[src/rtl/instr_encoder_if.sv]
// Request/response bundle for instr_encoder.
//   Request  : in_valid/in_ready handshake carrying fmt, op, funct, rs, rt,
//              rd, value and pc.
//   Response : out_valid/out_ready handshake carrying instr, err, err_code.
// master drives requests and consumes results; slave is the encoder.
interface instr_encoder_if;
    logic        in_valid;
    logic        in_ready;
    logic [1:0]  fmt;
    logic [5:0]  op;
    logic [5:0]  funct;
    logic [4:0]  rs;
    logic [4:0]  rt;
    logic [4:0]  rd;
    logic [31:0] value;
    logic [31:0] pc;
    logic        out_valid;
    logic        out_ready;
    logic [31:0] instr;
    logic        err;
    logic [1:0]  err_code;

    modport master (
        output in_valid, fmt, op, funct, rs, rt, rd, value, pc, out_ready,
        input  in_ready, out_valid, instr, err, err_code
    );

    modport slave (
        input  in_valid, fmt, op, funct, rs, rt, rd, value, pc, out_ready,
        output in_ready, out_valid, instr, err, err_code
    );
endinterface

[src/rtl/instr_encoder.sv]
// Compresses a full-width operand into a MIPS-style instruction word.
//   CLK, RST : clock and asynchronous active-low reset.
//   bus      : instr_encoder_if.slave; request accepted in IDLE, encoded in
//              ENC, result held in HOLD until out_ready.
//   NOP_WORD : word emitted whenever the operand does not fit the format.
// All outputs except in_ready come straight from flops.
//
// state | meaning
// IDLE  | ready for a request (in_ready high while out of reset)
// ENC   | captured request is encoded into the result registers
// HOLD  | result presented (out_valid), waiting for out_ready
module instr_encoder #(
    parameter logic [31:0] NOP_WORD = 32'h0000_0000
) (
    input  logic          CLK,
    input  logic          RST,
    instr_encoder_if.slave bus
);
    typedef enum logic [1:0] {
        IDLE = 2'd0,
        ENC  = 2'd1,
        HOLD = 2'd2
    } state_t;

    state_t      state;
    state_t      state_nxt;
    logic        in_ready;
    logic        accept;
    logic        load_result;

    logic [1:0]  fmt_q;
    logic [5:0]  op_q;
    logic [5:0]  funct_q;
    logic [4:0]  rs_q;
    logic [4:0]  rt_q;
    logic [4:0]  rd_q;
    logic [31:0] value_q;
    logic [31:0] pc_q;

    logic [31:0] instr_q;
    logic        err_q;
    logic [1:0]  err_code_q;

    logic [31:0] enc_word;
    logic [1:0]  enc_code;

    // Only the region bits of pc take part in encoding.
    logic        unused_pc;
    assign unused_pc = ^pc_q[27:0];

    always_ff @(posedge CLK or negedge RST) begin
        if (!RST) begin
            state <= IDLE;
        end else begin
            state <= state_nxt;
        end
    end

    always_comb begin
        state_nxt   = state;
        in_ready    = 1'b0;
        load_result = 1'b0;
        case (state)
            IDLE: begin
                // Gate with RST so in_ready is low for the whole reset.
                in_ready = RST;
                if (bus.in_valid && RST) begin
                    state_nxt = ENC;
                end
            end
            ENC: begin
                load_result = 1'b1;
                state_nxt   = HOLD;
            end
            HOLD: begin
                if (bus.out_ready) begin
                    state_nxt = IDLE;
                end
            end
            default: begin
                state_nxt = IDLE;
            end
        endcase
    end

    assign accept = bus.in_valid && in_ready;

    // Encoding works only from captured registers, so late input changes
    // cannot leak into the result.
    always_comb begin
        enc_word = NOP_WORD;
        enc_code = 2'b00;
        case (fmt_q)
            2'b00: begin
                if (|value_q[31:5]) begin
                    enc_code = 2'b01;
                end else begin
                    enc_word = {op_q, 5'b0, rt_q, rd_q, value_q[4:0], funct_q};
                end
            end
            2'b01: begin
                if (|value_q[31:16]) begin
                    enc_code = 2'b01;
                end else begin
                    enc_word = {op_q, rs_q, rt_q, value_q[15:0]};
                end
            end
            2'b10: begin
                if (value_q[31:16] != {16{value_q[15]}}) begin
                    enc_code = 2'b01;
                end else begin
                    enc_word = {op_q, rs_q, rt_q, value_q[15:0]};
                end
            end
            default: begin
                // Misalignment is reported ahead of a region mismatch.
                if (|value_q[1:0]) begin
                    enc_code = 2'b10;
                end else if (value_q[31:28] != pc_q[31:28]) begin
                    enc_code = 2'b11;
                end else begin
                    enc_word = {op_q, value_q[27:2]};
                end
            end
        endcase
    end

    always_ff @(posedge CLK or negedge RST) begin
        if (!RST) begin
            fmt_q      <= 2'b00;
            op_q       <= 6'd0;
            funct_q    <= 6'd0;
            rs_q       <= 5'd0;
            rt_q       <= 5'd0;
            rd_q       <= 5'd0;
            value_q    <= 32'd0;
            pc_q       <= 32'd0;
            instr_q    <= 32'd0;
            err_q      <= 1'b0;
            err_code_q <= 2'b00;
        end else begin
            if (accept) begin
                fmt_q   <= bus.fmt;
                op_q    <= bus.op;
                funct_q <= bus.funct;
                rs_q    <= bus.rs;
                rt_q    <= bus.rt;
                rd_q    <= bus.rd;
                value_q <= bus.value;
                pc_q    <= bus.pc;
            end
            if (load_result) begin
                instr_q    <= enc_word;
                err_q      <= (enc_code != 2'b00);
                err_code_q <= enc_code;
            end
        end
    end

    assign bus.in_ready  = in_ready;
    assign bus.out_valid = (state == HOLD);
    assign bus.instr     = instr_q;
    assign bus.err       = err_q;
    assign bus.err_code  = err_code_q;
endmodule

[src/flat_wrapper.sv]
// flat-port wrapper written by rule: the top's interface ports become plain ports
module instr_encoder_flat 
#(
    parameter logic [31:0] NOP_WORD = 32'h0000_0000
)
  (CLK, RST, bus_in_valid, bus_fmt, bus_op, bus_funct, bus_rs, bus_rt, bus_rd, bus_value, bus_pc, bus_out_ready, bus_in_ready, bus_out_valid, bus_instr, bus_err, bus_err_code);
  instr_encoder_if bus_i ();
  input  logic CLK;
  input  logic RST;
  input wire logic [$bits(bus_i.in_valid)-1:0] bus_in_valid;
  input wire logic [$bits(bus_i.fmt)-1:0] bus_fmt;
  input wire logic [$bits(bus_i.op)-1:0] bus_op;
  input wire logic [$bits(bus_i.funct)-1:0] bus_funct;
  input wire logic [$bits(bus_i.rs)-1:0] bus_rs;
  input wire logic [$bits(bus_i.rt)-1:0] bus_rt;
  input wire logic [$bits(bus_i.rd)-1:0] bus_rd;
  input wire logic [$bits(bus_i.value)-1:0] bus_value;
  input wire logic [$bits(bus_i.pc)-1:0] bus_pc;
  input wire logic [$bits(bus_i.out_ready)-1:0] bus_out_ready;
  output wire logic [$bits(bus_i.in_ready)-1:0] bus_in_ready;
  output wire logic [$bits(bus_i.out_valid)-1:0] bus_out_valid;
  output wire logic [$bits(bus_i.instr)-1:0] bus_instr;
  output wire logic [$bits(bus_i.err)-1:0] bus_err;
  output wire logic [$bits(bus_i.err_code)-1:0] bus_err_code;
  assign bus_i.in_valid = bus_in_valid;
  assign bus_i.fmt = bus_fmt;
  assign bus_i.op = bus_op;
  assign bus_i.funct = bus_funct;
  assign bus_i.rs = bus_rs;
  assign bus_i.rt = bus_rt;
  assign bus_i.rd = bus_rd;
  assign bus_i.value = bus_value;
  assign bus_i.pc = bus_pc;
  assign bus_i.out_ready = bus_out_ready;
  assign bus_in_ready = bus_i.in_ready;
  assign bus_out_valid = bus_i.out_valid;
  assign bus_instr = bus_i.instr;
  assign bus_err = bus_i.err;
  assign bus_err_code = bus_i.err_code;
  instr_encoder #(.NOP_WORD(NOP_WORD)) u_core (.CLK(CLK), .RST(RST), .bus(bus_i));
endmodule
[config.mk]
export PLATFORM = sky130hd
export DESIGN_NAME = instr_encoder_flat
export DESIGN_NICKNAME = d
export VERILOG_FILES = /design/src/rtl/instr_encoder_if.sv /design/src/rtl/instr_encoder.sv /design/src/flat_wrapper.sv
export SDC_FILE = /design/constraint.sdc
export NUM_CORES = 1
export LEC_CHECK = 0
export CAP_MARGIN = 20
export CORE_MARGIN = 1
export CORE_UTILIZATION = 42
export CTS_BUF_LIST = sky130_fd_sc_hd__clkbuf_16
export DETAILED_ROUTE_END_ITERATION = 8
export PLACE_DENSITY = 0.74
export SYNTH_ARGS = -nofsm -noshare
export SYNTH_HDL_FRONTEND = slang
export SYNTH_SLANG_ARGS = --single-unit
[constraint.sdc]
create_clock -name CLK -period 2.1 [get_ports CLK]
set_clock_uncertainty 0.2 [all_clocks]
set_input_delay 0.63 -clock CLK [delete_from_list [all_inputs] [get_ports CLK]]
set_output_delay 0.63 -clock CLK [all_outputs]
set_load 0.005 [all_outputs]
==> flow_metrics.tcl <==
set metrics [dict create \
    coreArea_um2 10280 \
    fillers 813 \
    fin_nets 601 \
    hold_class "register to register" \
    numPlacedInstances 619 \
    vias 3522 \
    r2r-end "u_core.bus.instr[6]" \
    finish.utilization_pct 61.72 \
    die_h_um 104.9 \
    setup-tns-final_ns -1.382 \
    p_seq_share_pct 45.9 \
    num_rows 37 \
    synth_edf_count 0 \
    cts_buffers 9 \
    antenna_found_initial 0 \
    rsz0062_at_grt "true" \
    maxCapViolCount 0 \
    grt.total_usage_pct 21.58 \
    drc_errors 0 \
    crit_path_end "u_core.bus.instr[6]" \
    synthArstFlopShare_pct 100.0 \
    worstPathArrival_ns 2.26 \
    die_w_um 104.9 \
    synth_cells 367 \
    layout_commonest_cell "dfrtp_1" \
    final_area_um2 6344 \
    worst_pin_slew_ns 0.6563 \
    power.switching_mw 1.825 \
    cts_buffer_depth 2 \
    worst_slack_ns -0.1068 \
    syn-num-nets 465 \
    pin_count 134 \
    layout_common_cells "dfrtp_1 (102), clkdlybuf4s50_1 (99), mux2_2 (63)" \
    startpoint "u_core.value_q[15]" \
    htreeDepth 3 \
    stdcell_count 644 \
    clk-insertion-delay-late_ns 0.35 \
    pwr-share-clk_pct 27.5 \
    yosysUniqueCellTypes 41 \
    dp_hpwl_um 7845 \
    switching_share_pct 28.37 \
    final_layout_size_suffix_gt1_share_pct 26.57 \
    leakage_nw 2.608 \
    hold_viol 0 \
    finalCritPeriodShare_pct 105.1 \
    antenna_cells 0 \
    place_area_um2 5888 \
    grt.overflow.total 0 \
    first_pass_iters 4 \
    yosys_most_used_dff "dfrtp_1" \
    drtIter0Drc 202 \
    grt_pass1_wl_um 18350 \
    maxSlewViolCount 0 \
    critical_path_class "register to register" \
    first_global_vias 3776 \
    place_congestion 0.8783 \
    internal_power_mw 4.608 \
    r2r_setup_slack_ns -0.11 \
    vias_per_cell 5.469 \
    finalWirelength_um 11540 \
    finalSetupViolCount 27 \
    end_kind "register" \
    start_util_pct 43.28 \
    required_ns 2.15 \
    wl_per_cell_um 17.91 \
    ys_ff_latch 102 \
    holdPathStages 2 \
    cts_tree "built" \
    synth_area_um2 4448 \
    vdd.ir_drop.worst_mv 0.5085 \
    ctsRootBufferMaster "clkbuf_16" \
    port_buffers 105 \
    yosysSeqAreaShare_pct 57.38 \
    status "finished with violations" \
    fmax_ghz 0.4532 \
    p_comb_share_pct 26.5 \
    clk_pin_slew_ns 0.07 \
    ys_warn_count 0 \
    grt_max_degree 54 \
    die_area_um2 11010 \
    synth.avg_cell_area_um2 12.12 \
    cts.sinks 102 \
    reg2reg_from "u_core.value_q[15]" \
    finalCriticalPeriod_ns 2.207 \
    violations "negative setup slack" \
    critPathLaunchType "register" \
    path_max_fanout 11 \
    max_slew_margin_pct 56.25 \
    reg2reg_depth 7 \
    area_growth_pct 42.62 \
    power.density_nw_per_um2 1014 \
    hold-worst-slack_ns 0.2903 \
    ant_nets 0 \
]
## worst max-delay path, cell delays in order, from the launching register on
cell      delay (ns)
dfrtp_1         0.42
or4_1           0.48
a21o_1          0.22
a211oi_4        0.24
buf_4           0.16
buf_12          0.12
o21ai_1         0.07
a21oi_1         0.20
## per-stage QoR
stage | setup slack (ns) | power, mW
after CTS | -0.06717 | 6.415
after floorplan | 0.01501 | 3.618
after detailed placement | -0.1909 | 4.636
after global placement | -0.1999 | 4.555
final | -0.1068 | 6.434
after global routing | -0.1879 | 6.737
## layout make-up
class / instances / area, µm² / share of cell area, %
Tap cell: 136 / 170.2 / 2.682
Inverter: 3 / 11.26 / 0.1775
Sequential cell: 102 / 2552 / 40.24
Clock buffer: 9 / 225.2 / 3.550
Multi-Input combinational cell: 239 / 1832 / 28.88
Clock inverter: 7 / 90.09 / 1.420
Timing Repair Buffer: 148 / 1463 / 23.06
## cell families after synthesis
kind of cell,Yosys count,synth area share (%)
and+or+nand+nor,81,9.452
xor gates and xnor gates,4,0.7875
buffers and inverters,26,2.729
AOI/OAI and AO/OA,90,13.42
muxes,63,15.95
DFF,102,57.38
adders and majority gates,1,0.2812
## flip-flops by register name, summed over array words and instances, names as in the netlist, 2 cells and up
signal / count
u_core.pc_q: 4
u_core.fmt_q: 2
u_core.rs_q: 5
u_core.rd_q: 5
u_core.rt_q: 5
u_core.value_q: 32
u_core.bus.err_code: 2
u_core.funct_q: 6
u_core.bus.instr: 32
u_core.op_q: 6
u_core.state: 2
## what timing repair did
action,in CTS,in global routing
setup buffers,2,4
setup endpoints to repair,35,38
gates cloned,0,2
pin swaps,6,13
endpoints found under the hold margin,1,0
hold buffers,1,0
resized for setup,6,11
## Yosys cell counts (2+ instances only)
master,instances,area (µm²)
a21oi_1,19,95.09
nand4_1,5,31.28
o31ai_1,3,22.52
nor3_1,2,10.01
o21ai_0,19,95.09
clkbuf_1,10,37.54
buf_4,2,15.01
a21o_1,2,15.01
xnor2_1,4,35.03
nor2_1,23,86.33
nand3_1,2,10.01
o21ai_1,11,55.05
a221oi_1,16,140.1
a31oi_1,5,31.28
nor4_1,6,37.54
dfrtp_1,102,2552
mux2_2,63,709.4
and2_1,4,25.02
nand2_1,24,90.09
inv_1,3,11.26
nand2b_1,4,25.02
nor2b_1,3,18.77
a31o_1,8,70.07
buf_2,10,50.05
## worst min-delay path by stage
stage | slack (ns) | startpoint | endpoint
3_3_place_gp | 0.26 | u_core.bus.instr[26] | u_core.bus.instr[26]
2_1_floorplan | 0.13 | RST | u_core.bus.err
3_5_place_dp | 0.27 | u_core.bus.err_code[1] | u_core.bus.err_code[1]
5_1_grt | 0.32 | u_core.rs_q[2] | u_core.rs_q[2]
4_1_cts | 0.28 | u_core.bus.err_code[1] | u_core.bus.err_code[1]
6_report | 0.29 | u_core.bus.instr[31] | u_core.bus.instr[31]
## metal layers
layer,up-vias,global-route usage (%),share of wire [%]
met5,-,0,0
met4,0,9.054,2.2
met3,22,4.554,5.0
met2,121,37.32,51
met1,1766,26.10,42
li1,1613,-,-
## power groups by stage
| stage | Clock (mW) | Sequential (mW) | Combinational (mW) |
|---|---|---|---|
| 6_report | 1.77 | 2.95 | 1.71 |
| 5_1_grt | 1.86 | 3.02 | 1.86 |
| 2_1_floorplan | 0 | 2.87 | 0.743 |
| 3_3_place_gp | 0 | 2.94 | 1.61 |
| 4_1_cts | 1.78 | 2.94 | 1.70 |
| 3_5_place_dp | 0 | 2.97 | 1.67 |
Note: power is estimated with default switching activity, not from simulation.
